## src/rtl/if_pkg.sv

```systemverilog
// rtl/if_pkg.sv - shared types and constants for the instruction fetch unit
package if_pkg;

    typedef enum logic [1:0] {
        BOOT,
        FETCH,
        DRAIN
    } fetch_state_t;

    localparam int MAX_INFLIGHT = 2;

    typedef struct packed {
        logic [31:0] pc;
        logic [31:0] inst;
    } fetch_entry_t;

endpackage

```

## src/rtl/fetch_buf.sv

```systemverilog
// rtl/fetch_buf.sv - 2-entry synchronous FIFO with flush, used for in-flight PCs and fetched words
module fetch_buf
    import if_pkg::*;
#(
    parameter int WIDTH = 32
) (
    input  logic             i_clk,
    input  logic             i_rst_n,
    input  logic             i_flush,
    input  logic             i_push,
    input  logic [WIDTH-1:0] i_data,
    input  logic             i_pop,
    output logic [WIDTH-1:0] o_data,
    output logic [1:0]       o_count
);

    logic [WIDTH-1:0] mem [MAX_INFLIGHT];
    logic             rd_ptr;
    logic             wr_ptr;
    logic             do_push;
    logic             do_pop;

    assign do_pop  = i_pop && (o_count != 2'd0);
    // On a full FIFO a simultaneous pop frees the slot being written.
    assign do_push = i_push && ((o_count != 2'(MAX_INFLIGHT)) || do_pop);
    assign o_data  = mem[rd_ptr];

    always_ff @(posedge i_clk or negedge i_rst_n) begin
        if (!i_rst_n) begin
            for (int i = 0; i < MAX_INFLIGHT; i++) begin
                mem[i] <= '0;
            end
            rd_ptr  <= 1'b0;
            wr_ptr  <= 1'b0;
            o_count <= 2'd0;
        end else if (i_flush) begin
            rd_ptr  <= 1'b0;
            wr_ptr  <= 1'b0;
            o_count <= 2'd0;
        end else begin
            if (do_push) begin
                mem[wr_ptr] <= i_data;
                wr_ptr      <= ~wr_ptr;
            end
            if (do_pop) begin
                rd_ptr <= ~rd_ptr;
            end
            o_count <= o_count + 2'(do_push) - 2'(do_pop);
        end
    end

endmodule

```

## src/rtl/if_fetch_unit.sv

```systemverilog
// rtl/if_fetch_unit.sv - instruction fetch unit: PC, in-order imem requests, IF/ID output buffer
// Optional feature: IF_FETCH_BYPASS_EN forwards a response to the outputs when the buffer is empty.
module if_fetch_unit
    import if_pkg::*;
#(
    parameter logic [31:0] RESET_PC = 32'h0000_0000
) (
    input  logic        i_clk,
    input  logic        i_rst_n,
    output logic        o_imem_req,
    output logic [31:0] o_imem_addr,
    input  logic        i_imem_gnt,
    input  logic        i_imem_rvalid,
    input  logic [31:0] i_imem_rdata,
    input  logic        i_stall,
    input  logic        i_redirect,
    input  logic [31:0] i_redirect_pc,
    output logic [31:0] o_pc,
    output logic [31:0] o_inst,
    output logic        o_valid
);

    fetch_state_t state, state_nxt;
    logic [31:0]  pc;
    logic [1:0]   outstanding;
    logic [1:0]   discard, discard_nxt;
    logic [1:0]   pcq_count, buf_count;
    logic [31:0]  pcq_head;
    logic [$bits(fetch_entry_t)-1:0] buf_out;
    fetch_entry_t buf_in, buf_head;
    logic         gnt_acc, rsp_keep, buf_valid, buf_push, buf_pop, consume;

    assign buf_valid = (buf_count != 2'd0);
    assign rsp_keep  = (state == FETCH) && i_imem_rvalid && !i_redirect;
    assign consume   = o_valid && !i_stall && !i_redirect;
    assign buf_pop   = consume && buf_valid;
    // In FETCH the PC queue depth equals the outstanding count; a head leaving now frees its slot.
    assign o_imem_req = (state == FETCH) && !i_redirect &&
        (({1'b0, pcq_count} + {1'b0, buf_count} - 3'(consume)) < 3'(MAX_INFLIGHT));
    assign o_imem_addr = pc;
    assign gnt_acc     = o_imem_req && i_imem_gnt;
    assign buf_in      = '{pc: pcq_head, inst: i_imem_rdata};
    assign buf_head    = fetch_entry_t'(buf_out);

`ifdef IF_FETCH_BYPASS_EN
    logic bypass;
    assign bypass   = rsp_keep && !buf_valid;
    assign buf_push = rsp_keep && (buf_valid || i_stall);
    assign o_valid  = buf_valid || bypass;
    assign o_pc     = bypass ? pcq_head : buf_head.pc;
    assign o_inst   = bypass ? i_imem_rdata : buf_head.inst;
`else
    assign buf_push = rsp_keep;
    assign o_valid  = buf_valid;
    assign o_pc     = buf_head.pc;
    assign o_inst   = buf_head.inst;
`endif

    fetch_buf #(.WIDTH(32)) u_pc_queue (
        .i_clk   (i_clk),
        .i_rst_n (i_rst_n),
        .i_flush (i_redirect),
        .i_push  (gnt_acc),
        .i_data  (pc),
        .i_pop   (rsp_keep),
        .o_data  (pcq_head),
        .o_count (pcq_count)
    );

    fetch_buf #(.WIDTH($bits(fetch_entry_t))) u_out_buf (
        .i_clk   (i_clk),
        .i_rst_n (i_rst_n),
        .i_flush (i_redirect),
        .i_push  (buf_push),
        .i_data  (buf_in),
        .i_pop   (buf_pop),
        .o_data  (buf_out),
        .o_count (buf_count)
    );

    always_comb begin
        state_nxt   = state;
        discard_nxt = discard - 2'((state == DRAIN) && i_imem_rvalid);
        if (i_redirect) begin
            discard_nxt = outstanding - 2'(i_imem_rvalid);
        end
        case (state)
            BOOT:    state_nxt = FETCH;
            FETCH:   if (i_redirect && (discard_nxt != 2'd0)) state_nxt = DRAIN;
            DRAIN:   if (discard_nxt == 2'd0) state_nxt = FETCH;
            default: state_nxt = BOOT;
        endcase
    end

    always_ff @(posedge i_clk or negedge i_rst_n) begin
        if (!i_rst_n) begin
            state       <= BOOT;
            pc          <= RESET_PC;
            outstanding <= 2'd0;
            discard     <= 2'd0;
        end else begin
            state       <= state_nxt;
            discard     <= discard_nxt;
            outstanding <= outstanding + 2'(gnt_acc) - 2'(i_imem_rvalid);
            if (i_redirect) begin
                pc <= i_redirect_pc & ~32'h3;
            end else if (gnt_acc) begin
                pc <= pc + 32'd4;
            end
        end
    end

endmodule

```

## config.mk

```make
export PLATFORM = sky130hd
export DESIGN_NAME = if_fetch_unit
export DESIGN_NICKNAME = d
export VERILOG_FILES = /design/src/rtl/if_pkg.sv /design/src/rtl/fetch_buf.sv /design/src/rtl/if_fetch_unit.sv
export SDC_FILE = /design/constraint.sdc
export NUM_CORES = 1
export LEC_CHECK = 0
export CAP_MARGIN = 20
export CORE_ASPECT_RATIO = 0.75
export CORE_UTILIZATION = 25
export CTS_CLUSTER_DIAMETER = 30
export DETAILED_ROUTE_END_ITERATION = 8
export PLACE_DENSITY = 0.52
export REMOVE_ABC_BUFFERS = 1
export SYNTH_ARGS = -nofsm -noshare
export SYNTH_HDL_FRONTEND = slang
export SYNTH_SLANG_ARGS = --single-unit
export TNS_END_PERCENT = 100
```

## constraint.sdc

```tcl
create_clock -name i_clk -period 7.7 [get_ports i_clk]
set_input_delay 0.77 -clock i_clk [delete_from_list [all_inputs] [get_ports i_clk]]
set_output_delay 0.77 -clock i_clk [all_outputs]
set_load 0.01 [all_outputs]
```

==> key figures <==
Cells and area
  – Area added between synthesis and finish: 40.1%
  – Fillers: 4,013
  – Layout cells sized above 1: 28.8%
  – Ant. Diodes: 0
  – Finished Core Util: 35.6%
  – Layout Nets: 1,111
  – Cell Count, Final, Fillers Out: 1,602

Yosys
  – Main combinational cell family by area after synthesis: multiplexers
  – Post-synth ARST share: 100%
  – Post-synthesis simple-gate area fraction: 8.46%
  – #FFs+latches synth: 228
  – Post-synth top flop: dfrtp_1
  – Library cells used by synthesis: 48
  – Synth area leaders: dfrtp_1, mux2_2, mux2i_1
  – Sequential share of the synthesized area: 54.9%
  – Mux contribution to synthesized area: 23.6%
  – Post-synthesis compound-gate area fraction: 5.88%
  – Synth Area in XOR/XNOR: 2.45%
  – Cell count after synthesis: 855
  – Post-synth top area share: 54.9%
  – Area of the mapped netlist: 0.0104 sq mm
  – Avg Inst Size Synth: 12.1 sq um
  – Synth Area in Adders: 1.52%
  – Count leader, synth: dfrtp_1
  – Synth Warn #: 0
  – Commonest cells in the netlist: dfrtp_1, mux2_2, nand2_1
  – Cell taking the most area after synthesis: dfrtp_1
  – Post-synth EDFFs: 0

Power and ir drop
  – Worst vdd ir: 155 uV
  – Pwr per Cell Area: 423 mW/mm^2
  – Post-layout power: 0.00614 W
  – P_leak: 6.10 nW

Clock tree
  – Post-CTS Hold Fix Bufs: 0
  – CTS tree: yes
  – CTS sink cnt: 228
  – Clock Tree Root: clkbuf_16
  – Insertion delay to the later sink of the worst-skew pair: 550 ps
  – Setup bufs post-CTS: 0
  – Post_cts resized: 0
  – Clk buf depth: 3
  – Clk slew on worst S/H paths: 40 ps
  – TritonCTS Buffers: 55
  – H-Tree Depth: 2

STA
  – Rel. slew slack: 29.3%
  – Setup total negative slack: 0 ps
  – Number of setup violations in the final report: 0
  – Max Fclk: 0.210 GHz
  – Skew final: 19.0 ps
  – Final WS setup: 2940 ps
  – Period utilization: 61.9%
  – Worst Max-Slew Pin Slew: 1050 ps
  – Fin. max-slew vios: 0
  – Min Tclk post-route: 4760 ps
  – Final Hold Viols: 0
  – RSZ-0062 raised after global routing: false

Routing
  – Final ANT Viol Nets: 0
  – DR vias/cell: 4.43
  – Wire length per cell: 17.0 um
  – Total Wirelength: 27.2 mm
  – Residual DRC: 0
  – Initial DRC count: 282
  – DR pass1 iterations: 4
  – Via Count: 7,092

Placed design
  – # port buffers: 161
  – Dpl ws: 2350 ps
  – RePlAce Congestion: 0.687
  – DP Cell Count: 1,498
  – Placed wire-length estimate: 17.3 mm

Die
  – Core area: 0.0408 sq mm
  – Die Width: 237 um
  – Die area: 0.0424 sq mm
  – Die height: 178 um
  – IO Pins: 168
  – Std-Cell Rows: 64
  – Initial core utilization: 25.4%

GRT
  – Largest net degree at the start of global routing: 105
  – Initial antenna violation count: 0
  – GRT Util Overall: 13.1%
  – Number of global-route vias before repair: 7,390
  – First-pass GRT wire length: 42.8 mm
  – GR Overflow Total: 0

Critical path
  – Crit path max fanout: 21
  – CP max stage delay: 760 ps
  – CP Class: in -> reg
  – CP delay by family, top: simple AND/OR/NAND/NOR gates
  – Type of origin of the critical path: input port
  – CP Cell Sequence: clkdlybuf4s50_1 > nor3_1 > ha_1 > nand2b_1 > fa_1 > nand2_1 > nor4_2 > inv_1 > a31oi_2 > and2b_1 > buf_4 > mux2_2
  – Required @ worst endpoint: 8120 ps
  – Critical Path End Type: flop
  – CP bufs+invs: 3
  – Critical path arrival: 5190 ps
  – Highest-delay cell along the critical path: and2b_1

Run
  – Maxcap violations: 0

Status
  – Outcome: finished, final reports clean

Worst hold path
  – Worst hold-check path type: in -> async
[layer usage]
metal	global-route usage (%)	wire, um	vias to the layer above
met1	18.1	13200	3501
met4	3.82	501	0
met2	19.9	11900	165
li1	-	-	3380
met5	0	0	-
met3	3.53	1580	46
[where the power goes]
group          switching, W  internal [W]  total (W)
clock network      0.000718       0.00173    0.00245
registers          0.000306       0.00167    0.00197
logic              0.000704       0.00102    0.00173
total               0.00173       0.00442    0.00614
[sequential cells by signal, summed over array words and instances, names as in the netlist]
register            flops
u_pc_queue.rd_ptr       1
o_imem_addr            30
u_out_buf.wr_ptr        1
state                   2
u_pc_queue.mem         60
discard                 2
outstanding             2
u_pc_queue.o_count      2
u_out_buf.mem         124
u_pc_queue.wr_ptr       1
u_out_buf.o_count       2
u_out_buf.rd_ptr        1
[kinds of logic (layout without fill, tap and decap cells)]
group,count (synthesis),in the layout
XOR/XNOR,29,29
adder cells (fa/ha/maj),12,12
AO/OA/AOI/OAI,104,104
flip-flops,228,228
AND/OR/NAND/NOR,184,184
buffers and inverters,76,292
multiplexers,221,221
other,1,4
[layout make-up]
type	instances	area (sq um)	area share [%]
Inverter	18	67.6	0.465
Timing Repair Buffer	172	1730	11.9
Clock buffer	68	1530	10.5
Multi-Input combinational cell	554	4380	30.1
Sequential cell	228	5710	39.3
Tap cell	528	661	4.54
Clock inverter	34	475	3.27
[layout by cell type (no fill, tap or decap), types with 4 or more instances in the layout]
cell type and instances:
a21oi_1 34, a221o_1 4, and3_1 4, buf_4 9
bufinv_16 10, clkbuf_16 55, clkbuf_8 10, clkdlybuf4s50_1 159
clkinv_2 10, clkinvlp_4 10, conb_1 4, dfrtp_1 226
ha_1 11, inv_1 18, mux2_2 187, mux2i_1 33
nand2_1 64, nand3_1 13, nand4_1 8, nor2_1 46
nor2b_1 4, nor3_1 14, nor4_1 8, o211ai_1 4
o21ai_0 51, xnor2_1 21, xor2_1 8
[stage by stage]
step | area, sq um | hold slack, ps
floorplan | 10100 | 444
global placement | 12500 | 456
detailed placement | 12500 | 464
CTS | 14500 | 293
global route | 14500 | 337
finish | 14500 | 279
[path summary, 6_finish.rpt]
check | start | endpoint | slack (ps) | cells past startpoint
setup / recovery | i_stall | u_pc_queue.mem[48]$_DFFE_PN0P_ | 2940 | 12
hold / removal | i_rst_n | o_imem_addr[27]$_DFFE_PN0P_ | 280 | 1
setup reg to reg | u_out_buf.o_count[1]$_DFF_PN0_ | u_pc_queue.mem[48]$_DFFE_PN0P_ | 3140 | 12
hold reg to reg | u_out_buf.mem[52]$_DFFE_PN0P_ | u_out_buf.mem[52]$_DFFE_PN0P_ | 470 | 2
max in group asynchronous | i_rst_n | u_out_buf.mem[4]$_DFFE_PN0P_ | 6140 | 3
min in group i_clk | u_out_buf.mem[52]$_DFFE_PN0P_ | u_out_buf.mem[52]$_DFFE_PN0P_ | 470 | 2
Note: power is estimated with default switching activity, not from simulation.
